<file path="src/rtl/score_frame_gen_pkg.sv">
// score_frame_gen_pkg: shared definitions for the score frame generator.
//   - active-low seven-segment codes (bit 7 = dp) for the fixed "ScorE-" text
//   - digit_seg(): BCD digit to segment code, non-BCD values show as 0
//   - state_t: refresh FSM states
package score_frame_gen_pkg;

  localparam logic [7:0] SEG_S     = 8'h92;
  localparam logic [7:0] SEG_C     = 8'hA7;
  localparam logic [7:0] SEG_O     = 8'hA3;
  localparam logic [7:0] SEG_R     = 8'hAF;
  localparam logic [7:0] SEG_E     = 8'h86;
  localparam logic [7:0] SEG_DASH  = 8'hBF;
  localparam logic [7:0] SEG_BLANK = 8'hFF;

  // Frame bytes 7..2, byte 7 is shifted out first.
  localparam logic [47:0] FRAME_TEXT = {SEG_S, SEG_C, SEG_O, SEG_R, SEG_E, SEG_DASH};

  // Cycles WAIT_BUSY tolerates drv_idle=1 before giving up on a request.
  localparam int BUSY_TIMEOUT = 4;

  typedef enum logic [1:0] {
    ST_IDLE      = 2'd0,
    ST_LOAD      = 2'd1,
    ST_WAIT_BUSY = 2'd2,
    ST_WAIT_DONE = 2'd3
  } state_t;

  function automatic logic [7:0] digit_seg(input logic [3:0] d);
    case (d)
      4'd0:    digit_seg = 8'hC0;
      4'd1:    digit_seg = 8'hF9;
      4'd2:    digit_seg = 8'hA4;
      4'd3:    digit_seg = 8'hB0;
      4'd4:    digit_seg = 8'h99;
      4'd5:    digit_seg = 8'h92;
      4'd6:    digit_seg = 8'h82;
      4'd7:    digit_seg = 8'hF8;
      4'd8:    digit_seg = 8'h80;
      4'd9:    digit_seg = 8'h90;
      default: digit_seg = 8'hC0;
    endcase
  endfunction

endpackage

</file>
<file path="src/rtl/score_frame_gen_if.sv">
// score_frame_gen_if: link between the frame generator and the serial
// seven-segment driver.
//   frame    [63:0] active-low segment frame, byte 7 shifted out first
//   start           one-cycle load request to the driver
//   drv_idle        driver idle/finished flag (1 = idle)
// master = frame generator, slave = driver.
interface score_frame_gen_if;
  logic [63:0] frame;
  logic        start;
  logic        drv_idle;

  modport master (output frame, output start, input drv_idle);
  modport slave  (input frame, input start, output drv_idle);
endinterface

</file>
<file path="src/rtl/score_frame_gen_bcd_score_cnt.sv">
// bcd_score_cnt: two-digit BCD score, saturating at 99.
//   clk, rst  clock, async active-high reset
//   inc       pulse: add one (no effect at 99)
//   clr       pulse: zero the score, wins over inc
//   score_bcd {tens, ones}
module bcd_score_cnt (
  input  logic       clk,
  input  logic       rst,
  input  logic       inc,
  input  logic       clr,
  output logic [7:0] score_bcd
);

  logic [3:0] tens;
  logic [3:0] ones;
  logic       at_max;

  assign at_max = (tens == 4'd9) && (ones == 4'd9);

  always_ff @(posedge clk or posedge rst) begin
    if (rst) begin
      tens <= 4'd0;
      ones <= 4'd0;
    end else if (clr) begin
      tens <= 4'd0;
      ones <= 4'd0;
    end else if (inc && !at_max) begin
      if (ones >= 4'd9) begin
        ones <= 4'd0;
        tens <= tens + 4'd1;
      end else begin
        ones <= ones + 4'd1;
      end
    end
  end

  assign score_bcd = {tens, ones};

endmodule

</file>
<file path="src/rtl/score_frame_gen.sv">
// score_frame_gen: keeps the game score, builds the "ScorE-dd" segment frame
// and requests a driver refresh every REFRESH_DIV cycles.
//   clk, rst   clock, async active-high reset
//   inc, clr   score pulses (clr wins)
//   game_over  level, enables digit blinking when SCORE_BLINK_EN is defined
//   score_bcd  current score {tens, ones}
//   drv        master side of score_frame_gen_if (frame, start, drv_idle)
// Build option: SCORE_BLINK_EN adds a blink phase that blanks the two digits
// for BLINK_DIV snapshots at a time while game_over is high.
//
// state      | meaning
// ST_IDLE    | waiting for a tick (or pending tick) with the driver idle
// ST_LOAD    | frame just captured; start goes high on the next cycle
// ST_WAIT_BUSY | waiting for the driver to go busy, gives up after 4 cycles
// ST_WAIT_DONE | driver shifting, frame held until it is idle again
module score_frame_gen
  import score_frame_gen_pkg::*;
#(
  parameter int REFRESH_DIV = 65536,
  parameter int BLINK_DIV   = 16
) (
  input  logic              clk,
  input  logic              rst,
  input  logic              inc,
  input  logic              clr,
  input  logic              game_over,
  output logic [7:0]        score_bcd,
  score_frame_gen_if.master drv
);

  localparam int             PW       = (REFRESH_DIV > 1) ? $clog2(REFRESH_DIV) : 1;
  localparam logic [PW-1:0]  PRE_LAST = PW'(REFRESH_DIV - 1);
  localparam logic [1:0]     TO_LOAD  = 2'(BUSY_TIMEOUT - 1);

  state_t         state;
  state_t         state_next;
  logic [PW-1:0]  pre_cnt;
  logic           tick;
  logic           snap;
  logic           to_dec;
  logic           pending;
  logic           start_q;
  logic [1:0]     to_cnt;
  logic [63:0]    frame_q;
  logic           blank;
  logic [15:0]    digits;

  bcd_score_cnt u_score (
    .clk       (clk),
    .rst       (rst),
    .inc       (inc),
    .clr       (clr),
    .score_bcd (score_bcd)
  );

  // Free-running refresh prescaler.
  always_ff @(posedge clk or posedge rst) begin
    if (rst)       pre_cnt <= '0;
    else if (tick) pre_cnt <= '0;
    else           pre_cnt <= pre_cnt + PW'(1);
  end

  assign tick = (pre_cnt == PRE_LAST);

`ifdef SCORE_BLINK_EN
  localparam int            BW         = (BLINK_DIV > 1) ? $clog2(BLINK_DIV) : 1;
  localparam logic [BW-1:0] BLINK_LAST = BW'(BLINK_DIV - 1);

  logic [BW-1:0] blink_cnt;

  // Phase is sampled by the same snapshot that advances it, so the first
  // BLINK_DIV frames after game_over rises are still visible.
  always_ff @(posedge clk or posedge rst) begin
    if (rst) begin
      blink_cnt <= BLINK_LAST;
      blank     <= 1'b0;
    end else if (!game_over) begin
      blink_cnt <= BLINK_LAST;
      blank     <= 1'b0;
    end else if (snap) begin
      if (blink_cnt == '0) begin
        blink_cnt <= BLINK_LAST;
        blank     <= ~blank;
      end else begin
        blink_cnt <= blink_cnt - BW'(1);
      end
    end
  end
`else
  logic unused_game_over;
  assign unused_game_over = game_over;
  assign blank            = 1'b0;
`endif

  assign digits = blank ? {SEG_BLANK, SEG_BLANK}
                        : {digit_seg(score_bcd[7:4]), digit_seg(score_bcd[3:0])};

  always_ff @(posedge clk or posedge rst) begin
    if (rst) state <= ST_IDLE;
    else     state <= state_next;
  end

  always_comb begin
    state_next = state;
    snap       = 1'b0;
    to_dec     = 1'b0;
    case (state)
      ST_IDLE: begin
        if ((tick || pending) && drv.drv_idle) begin
          snap       = 1'b1;
          state_next = ST_LOAD;
        end
      end
      ST_LOAD: begin
        state_next = ST_WAIT_BUSY;
      end
      ST_WAIT_BUSY: begin
        if (!drv.drv_idle)       state_next = ST_WAIT_DONE;
        else if (to_cnt == 2'd0) state_next = ST_IDLE;
        else                     to_dec     = 1'b1;
      end
      ST_WAIT_DONE: begin
        if (drv.drv_idle) state_next = ST_IDLE;
      end
      default: state_next = ST_IDLE;
    endcase
  end

  always_ff @(posedge clk or posedge rst) begin
    if (rst) begin
      start_q <= 1'b0;
      pending <= 1'b0;
      to_cnt  <= 2'd0;
      frame_q <= {FRAME_TEXT, digit_seg(4'd0), digit_seg(4'd0)};
    end else begin
      start_q <= (state == ST_LOAD);
      // Any tick not consumed by a snapshot is remembered, one deep.
      if (tick && !snap)        pending <= 1'b1;
      else if (state == ST_LOAD) pending <= 1'b0;
      if (state == ST_LOAD) to_cnt <= TO_LOAD;
      else if (to_dec)      to_cnt <= to_cnt - 2'd1;
      if (snap) frame_q <= {FRAME_TEXT, digits};
    end
  end

  assign drv.start = start_q;
  assign drv.frame = frame_q;

endmodule

</file>
<file path="src/flat_wrapper.sv">
// flat-port wrapper written by rule: the top's interface ports become plain ports
module score_frame_gen_flat import score_frame_gen_pkg::*;
#(
  parameter int REFRESH_DIV = 65536,
  parameter int BLINK_DIV   = 16
)
  (clk, rst, inc, clr, game_over, score_bcd, drv_frame, drv_start, drv_drv_idle);
  score_frame_gen_if drv_i ();
  input  logic clk;
  input  logic rst;
  input  logic inc;
  input  logic clr;
  input  logic game_over;
  output logic [7:0] score_bcd;
  output wire logic [$bits(drv_i.frame)-1:0] drv_frame;
  output wire logic [$bits(drv_i.start)-1:0] drv_start;
  input wire logic [$bits(drv_i.drv_idle)-1:0] drv_drv_idle;
  assign drv_frame = drv_i.frame;
  assign drv_start = drv_i.start;
  assign drv_i.drv_idle = drv_drv_idle;
  score_frame_gen #(.REFRESH_DIV(REFRESH_DIV), .BLINK_DIV(BLINK_DIV)) u_core (.clk(clk), .rst(rst), .inc(inc), .clr(clr), .game_over(game_over), .score_bcd(score_bcd), .drv(drv_i));
endmodule
</file>
<file path="config.mk">
export PLATFORM = sky130hd
export DESIGN_NAME = score_frame_gen_flat
export DESIGN_NICKNAME = d
export VERILOG_FILES = /design/src/rtl/score_frame_gen_pkg.sv /design/src/rtl/score_frame_gen_if.sv /design/src/rtl/score_frame_gen_bcd_score_cnt.sv /design/src/rtl/score_frame_gen.sv /design/src/flat_wrapper.sv
export SDC_FILE = /design/constraint.sdc
export NUM_CORES = 1
export LEC_CHECK = 0
export BUFFER_PORTS_ARGS = -buffer_cell sky130_fd_sc_hd__buf_2
export CORE_ASPECT_RATIO = 1.5
export CORE_UTILIZATION = 30
export CTS_BUF_LIST = sky130_fd_sc_hd__clkbuf_4 sky130_fd_sc_hd__clkbuf_8 sky130_fd_sc_hd__clkbuf_16
export CTS_CLUSTER_SIZE = 20
export DETAILED_ROUTE_END_ITERATION = 6
export SETUP_SLACK_MARGIN = 0.4
export SYNTH_ARGS = -nofsm -noshare
export SYNTH_HDL_FRONTEND = slang
export SYNTH_HIERARCHICAL = 1
export SYNTH_SLANG_ARGS = --single-unit
</file>
<file path="constraint.sdc">
create_clock -name clk -period 1.9 [get_ports clk]
set_input_delay 0.285 -clock clk [delete_from_list [all_inputs] [get_ports clk]]
set_output_delay 0.285 -clock clk [all_outputs]
set_load 0.005 [all_outputs]
</file>
==> qor.yml, run 1 <==
drt_wl_total_um: 5460
detail_route.drc_violations: 0
globalRoute.totalOverflow: 0
worst_setup_path_endpoint: "u_core/drv.frame[13]"
fp.dieH_um: 121
post_synth_num_cell_types: 45
placement.io_buffers: 27
die_area_sq_um: 9860
drt-pass1-iter-count: 6
total_leakage_power_nw: 1.80
synth_instances: 286
final_hold_viol_count: 0
placeableCoreArea_sq_um: 9200
initial_utilization_pct: 30.8
worst-r2r-cell-count: 5
worstSetupStartpoint: "u_core/pre_cnt[10]"
die_width_um: 81.4
setup_repair_after_global_routing_missed_its_margin: "true"
holdWs_ps: 212
gr-usage-all-layers_pct: 11.7
timing.critical_path.to_type: "register"
worstReg2RegStart: "u_core/pre_cnt[10]"
worst-setup-path-type: "reg2reg"
syn_area_sq_um: 2840
yosys_warnings: 20
timing.final.setup_violations: 0
ff2ff_setup_slack_ps: 240
number_of_synthesized_register_bits: 44
antenna-diode-count: 0
finalMaxSlewViolations: 0
worstPathArrival_ps: 1830
cts_buffers: 5
area_growth_pct: 26.5
insertion_delay_ps: 290
synth-async-reset-ratio_pct: 100
met2_usage_pct: 21.3
design.final.nets: 368
post-route-min-period_ps: 1660
max_cap_viol: 0
final_min_period_over_clock_period_pct: 87.6
synth.yosys.seq_area_share_pct: 38.9
first_iteration_detailed_routing_drc_count: 56
grt-busiest-layer: "met2"
hpwl_um: 3600
initial_antenna_violation_count: 0
cts_tree: "yes"
num_vias: 2082
grt_pass1_wl_um: 8960
synth_edf_count: 0
first_global_vias: 1977
cts-root-to-sink-buffers: 2
postSynthAreaPerCell_sq_um: 9.92
drt-wirelength-per-cell_um: 11.9
fp-row-count: 43
cp_data_required_time_ps: 2070
worst_setup_path_start_kind: "register"
gp_routability_congestion: 0.721
postSynth.topFlopCell: "sky130_fd_sc_hd__dfrtp_1"
clock_tree.htree_level_count: 2
fmax_ghz: 0.601
antenna_left: 0
vias_per_cell: 4.53
min_path_type: "in2reg"
timing.critical_path.fanout_max: 14
grt.met1_usage_pct: 12.6
outcome: "finished clean"
clock_sinks: 44
p_total_mw: 2.33
ctsRootBufferMaster: "sky130_fd_sc_hd__clkbuf_16"
clk_pin_slew_ps: 70
layout_cell_share_with_drive_strength_beyond_1_pct: 38.5
max-vdd-ir-drop_v: 0.000363
power_density_nw_per_um2: 648
met3_usage_pct: 2.63
timing.clock.skew_ps: 9.97
io_pins: 79
maximum_number_of_pins_on_one_net_before_global_route_repair: 37
worst_reg2reg_path_endpoint: "u_core/drv.frame[13]"
finalSetupTns_ps: 0
==> cells by family after synthesis <==
logic type	Yosys count	share of synthesized area (%)
buffers and inverters	79	17.6
DFF	44	38.9
AOI/OAI and AO/OA	45	9.74
and+or+nand+nor	72	15.5
other	2	0.265
adders and majority gates	15	6.61
muxes	17	7.63
xor gates and xnor gates	12	3.70
==> flip-flops by register name, indices dropped and copies added (netlist names) <==
name / count
u_core/u_score/ones: 4
u_core/drv.start: 1
u_core/drv.frame: 14
u_core/to_cnt: 2
u_core/pending: 1
u_core/state: 2
u_core/u_score/tens: 4
u_core/pre_cnt: 16
==> where the power goes <==
group | switching [mW] | internal [mW] | leakage (nW)
registers | 0.0389 | 0.980 | 0.563
logic | 0.162 | 0.112 | 1.15
clock network | 0.376 | 0.659 | 0.0871
==> through the flow <==
step / setup WS (ps) / area [sq um] / utilization [%] / std cells
after floorplan: 123 / 3050 / - / 334
after global placement: 162 / 3020 / 32.8 / 429
after detailed placement: 136 / 3020 / 32.8 / 429
after CTS: 255 / 3410 / 37.0 / 453
after global routing: 166 / 3590 / 39.0 / 460
final: 236 / 3590 / 39.0 / 460
==> synth_stat cells (all sizes together) (3+ instances only) <==
master	number	area (sq um)
a21o	3	22.5
a21oi	18	90.1
buf	55	410
clkbuf	3	11.3
dfrtp	42	1050
ha	15	188
inv	21	78.8
mux2	13	176
mux2i	4	40.0
nand2	11	41.3
nand2b	5	31.3
nand3	13	65.1
nand4	7	73.8
nor2	18	70.1
nor3	3	15.0
o21ai	14	70.1
o31ai	3	22.5
or3	3	18.8
xnor2	7	61.3
xor2	5	43.8
==> cell type report <==
type | instances | area (sq um)
Timing Repair Buffer | 64 | 454
Multi-Input combinational cell | 211 | 1630
Clock inverter | 2 | 38.8
Inverter | 21 | 78.8
Tap cell | 112 | 140
Fill cell | 870 | 5610
Clock buffer | 6 | 139
Sequential cell | 44 | 1110
==> routing by layer <==
metal | vias to the layer above | wire [um]
met5 | - | 0
met1 | 1010 | 2150
met3 | 11 | 242
met4 | 0 | 106
li1 | 991 | -
met2 | 70 | 2960
==> how the worst min path moves through the flow <==
stage | startpoint | cells past startpoint | end | slack, ps
detailed placement | rst | 2 | u_core/u_score/tens[3] | 270
global placement | rst | 2 | u_core/u_score/tens[3] | 260
CTS | drv_drv_idle | 2 | u_core/state[0] | 210
finish | drv_drv_idle | 2 | u_core/state[0] | 210
global route | drv_drv_idle | 2 | u_core/state[0] | 230
floorplan | rst | 1 | u_core/u_score/ones[2] | 100
==> critical path, cell delays in order (launching register included) <==
cell and delay, ps:
sky130_fd_sc_hd__dfrtp_1 490, sky130_fd_sc_hd__nand3_1 170, sky130_fd_sc_hd__nor4_4 330, sky130_fd_sc_hd__o21bai_4 90, sky130_fd_sc_hd__buf_12 160, sky130_fd_sc_hd__mux2_4 300
==> timing repair <==
action / in CTS / in global routing
buffers inserted: 15 / 7
endpoints found under the setup margin: 31 / 34
endpoints found under the hold margin: 8 / 0
hold buffers: 1 / 0
gates resized for setup: 23 / 26
pin swaps: 12 / 18
==> placed cells by master, fill, tap and decap left out, drive strengths merged, types with 2 or more instances in the layout <==
cell type  instances
o21ai             14
nand2b             5
nand3             13
ha                15
inv               21
dfstp              2
xor2               5
a21oi             18
conb              50
nor4               2
a21o               3
nand2             11
xnor2              7
mux2i              4
mux2              13
nor3b              2
nor3               3
or4                2
clkbuf             6
o31ai              3
nand4              7
buf               63
dfrtp             42
nor2              18
or3                3
Note: power is estimated with default switching activity, not from simulation.
==> run 2, diff against run 1 <==
--- a/config.mk
+++ b/config.mk
@@ -7,10 +7,10 @@
 export LEC_CHECK = 0
 export BUFFER_PORTS_ARGS = -buffer_cell sky130_fd_sc_hd__buf_2
 export CORE_ASPECT_RATIO = 1.5
-export CORE_UTILIZATION = 30
+export CORE_UTILIZATION = 43
 export CTS_BUF_LIST = sky130_fd_sc_hd__clkbuf_4 sky130_fd_sc_hd__clkbuf_8 sky130_fd_sc_hd__clkbuf_16
-export CTS_CLUSTER_SIZE = 20
 export DETAILED_ROUTE_END_ITERATION = 6
+export PLACE_DENSITY = 0.68
 export SETUP_SLACK_MARGIN = 0.4
 export SYNTH_ARGS = -nofsm -noshare
 export SYNTH_HDL_FRONTEND = slang
==> constraint.sdc (replaced) <==
create_clock -name clk -period 1.55 [get_ports clk]
set_input_delay 0.2325 -clock clk [delete_from_list [all_inputs] [get_ports clk]]
set_output_delay 0.2325 -clock clk [all_outputs]
set_load 0.005 [all_outputs]
==> qor.yml, run 2 (synthesis results as in run 1) <==
min_path_type: "in2reg"
final_hold_viol_count: 0
insertion_delay_ps: 300
worstPathCellList: "ha_2 > nand4_1 > buf_4 > nor3_4 > nor4b_4 > buf_4 > a22o_1"
globalRoute.totalOverflow: 0
timing.final.setup_violations: 26
setup_repair_after_global_routing_missed_its_margin: "true"
io_pins: 79
timing.critical_path.to_type: "register"
power_frac_clock_pct: 34.3
worst_path_most_repeated_cell: "sky130_fd_sc_hd__buf_4"
worstReg2RegStart: "u_core/pre_cnt[1]"
antenna_left: 0
worstPathArrival_ps: 1910
layoutNonFillerInstCount: 460
post-route-min-period_ps: 1670
clock_sinks: 44
antenna-diode-count: 0
worst_setup_path_start_kind: "register"
clk_pin_slew_ps: 80
final_critical_path_setup_slack_ps: -122
area_growth_pct: 37.1
gr-usage-all-layers_pct: 18.0
cts_tree: "yes"
hpwl_um: 3970
vias_per_cell: 4.72
ctsRootBufferMaster: "sky130_fd_sc_hd__clkbuf_8"
cp_num_cells: 7
first_global_vias: 2148
drt-pass1-iter-count: 4
initial_antenna_violation_count: 0
final_min_period_over_clock_period_pct: 108
fmax_ghz: 0.598
max_reg_flops: 16
p_total_mw: 2.60
worst-setup-path-type: "reg2reg"
crit_slowest_cell: "sky130_fd_sc_hd__dfrtp_1"
final_common_cell: "sky130_fd_sc_hd__buf_4"
final.fill_count: 501
cp_data_required_time_ps: 1790
layout_cell_share_with_drive_strength_beyond_1_pct: 46.9
finalMaxSlewViolations: 0
cts-root-to-sink-buffers: 2
max_cap_viol: 0
max_stage_delay_ps: 370
total_leakage_power_nw: 2.02
worstSetupStartpoint: "u_core/pre_cnt[1]"
timing.critical_path.fanout_max: 3
timing.clock.skew_ps: 7.46
worst_path_dominant_cell_family: "simple AND/OR/NAND/NOR gates"
grt_pass1_wl_um: 9470
cts_buffers: 5
die_area_sq_um: 6940
design.final.nets: 406
total_internal_power_mw: 1.92
max-vdd-ir-drop_v: 0.000483
drt_wl_total_um: 5930
pwr-share-comb_pct: 18.4
holdWs_ps: 146
drt-wirelength-per-cell_um: 12.9
outcome: "finished, violations left"
placed_cells: 422
placement.io_buffers: 27
num_vias: 2173
hold_path_startpoint: "drv_drv_idle"
die_width_um: 68.3
maximum_number_of_pins_on_one_net_before_global_route_repair: 37
hold_path_depth: 2
switching_share_pct: 26.0
p_switching_uw: 676
worst-path-buf-inv: 2
first_iteration_detailed_routing_drc_count: 56
sequential_group_share_of_total_power_pct: 47.3
placeableCoreArea_sq_um: 6260
worst-r2r-cell-count: 7
gp_routability_congestion: 0.791
fp-row-count: 35
initial_utilization_pct: 45.3
power_density_nw_per_um2: 668
detail_route.drc_violations: 0
fp.dieH_um: 101
clock_tree.htree_level_count: 2
failing_checks: "setup timing"
mostFrequentLayoutCells: "sky130_fd_sc_hd__buf_4, sky130_fd_sc_hd__conb_1, sky130_fd_sc_hd__dfrtp_1"
largest-register: "u_core/pre_cnt"
==> run 2: cell types whose count changed in the layout (fill, tap and decap cells not counted), moves of 2 or more <==
cell	delta
sky130_fd_sc_hd__buf_4	+23
sky130_fd_sc_hd__buf_6	+20
sky130_fd_sc_hd__buf_2	-6
sky130_fd_sc_hd__clkbuf_16	-5
sky130_fd_sc_hd__nor2_1	-5
sky130_fd_sc_hd__clkbuf_8	+4
sky130_fd_sc_hd__nand3_1	-3
sky130_fd_sc_hd__nand3_2	+3
sky130_fd_sc_hd__nor2_2	+3
sky130_fd_sc_hd__dfrtp_1	+2
sky130_fd_sc_hd__dfrtp_2	-2
sky130_fd_sc_hd__nand2_1	-2
sky130_fd_sc_hd__nor2_4	+2
sky130_fd_sc_hd__o21ai_2	+2
==> run 2: area by class of cell <==
class | count | area (sq um) | area share [%]
clock buffers | 6 | 76.3 | 1.96
clock inverters | 2 | 35.0 | 0.901
inverters | 21 | 78.8 | 2.03
multi-input cells | 211 | 1660 | 42.7
flip-flops and latches | 44 | 1110 | 28.6
well taps | 74 | 92.6 | 2.38
repair buffers | 102 | 837 | 21.5
==> run 2: power groups by stage <==
stage	sequential, mW	combinational (mW)	clock, mW
after floorplan	1.27	0.312	0
after CTS	1.23	0.441	0.909
final	1.23	0.477	0.891
after global routing	1.23	0.548	0.956
after detailed placement	1.26	0.373	0
after global placement	1.25	0.363	0
==> run 2: metal layers <==
layer | GRT usage [%] | up-vias | wire (um) | part of all wire, %
met2 | 32.7 | 41 | 3400 | 57
li1 | - | 1063 | - | -
met4 | 6.25 | 0 | 89 | 1.5
met3 | 3.15 | 10 | 193 | 3.3
met5 | 0 | - | 0 | 0
met1 | 20.3 | 1059 | 2250 | 38
==> run 2: path summary, 6_finish.rpt <==
path / end / slack, ps
min in group asynchronous: u_core/u_score/ones[3] / 450
setup / recovery: u_core/pending / -120
hold reg to reg: u_core/pre_cnt[4] / 500
setup reg to reg: u_core/pending / -120
hold / removal: u_core/state[0] / 150
max in group asynchronous: u_core/drv.frame[14] / 620
==> run 2: through the flow <==
stage                     setup WS [ps]  TNS, ps  util [%]  cell area (sq um)
after floorplan                    -226    -2510         -               3050
after global placement            -98.9     -781      51.1               3200
after detailed placement           -189    -2160      51.1               3200
after CTS                          -110    -1670      59.7               3740
after global routing               -193    -3850      62.1               3890
final                              -122    -2020      62.1               3890
==> run 2: repair_timing <==
action | in CTS | in global routing
hold buffers | 1 | 0
setup buffers | 22 | 5
resized for setup | 57 | 26
pin swaps | 17 | 14
endpoints found under the setup margin | 50 | 51
gates cloned | 2 | 0
endpoints found under the hold margin | 8 | 0
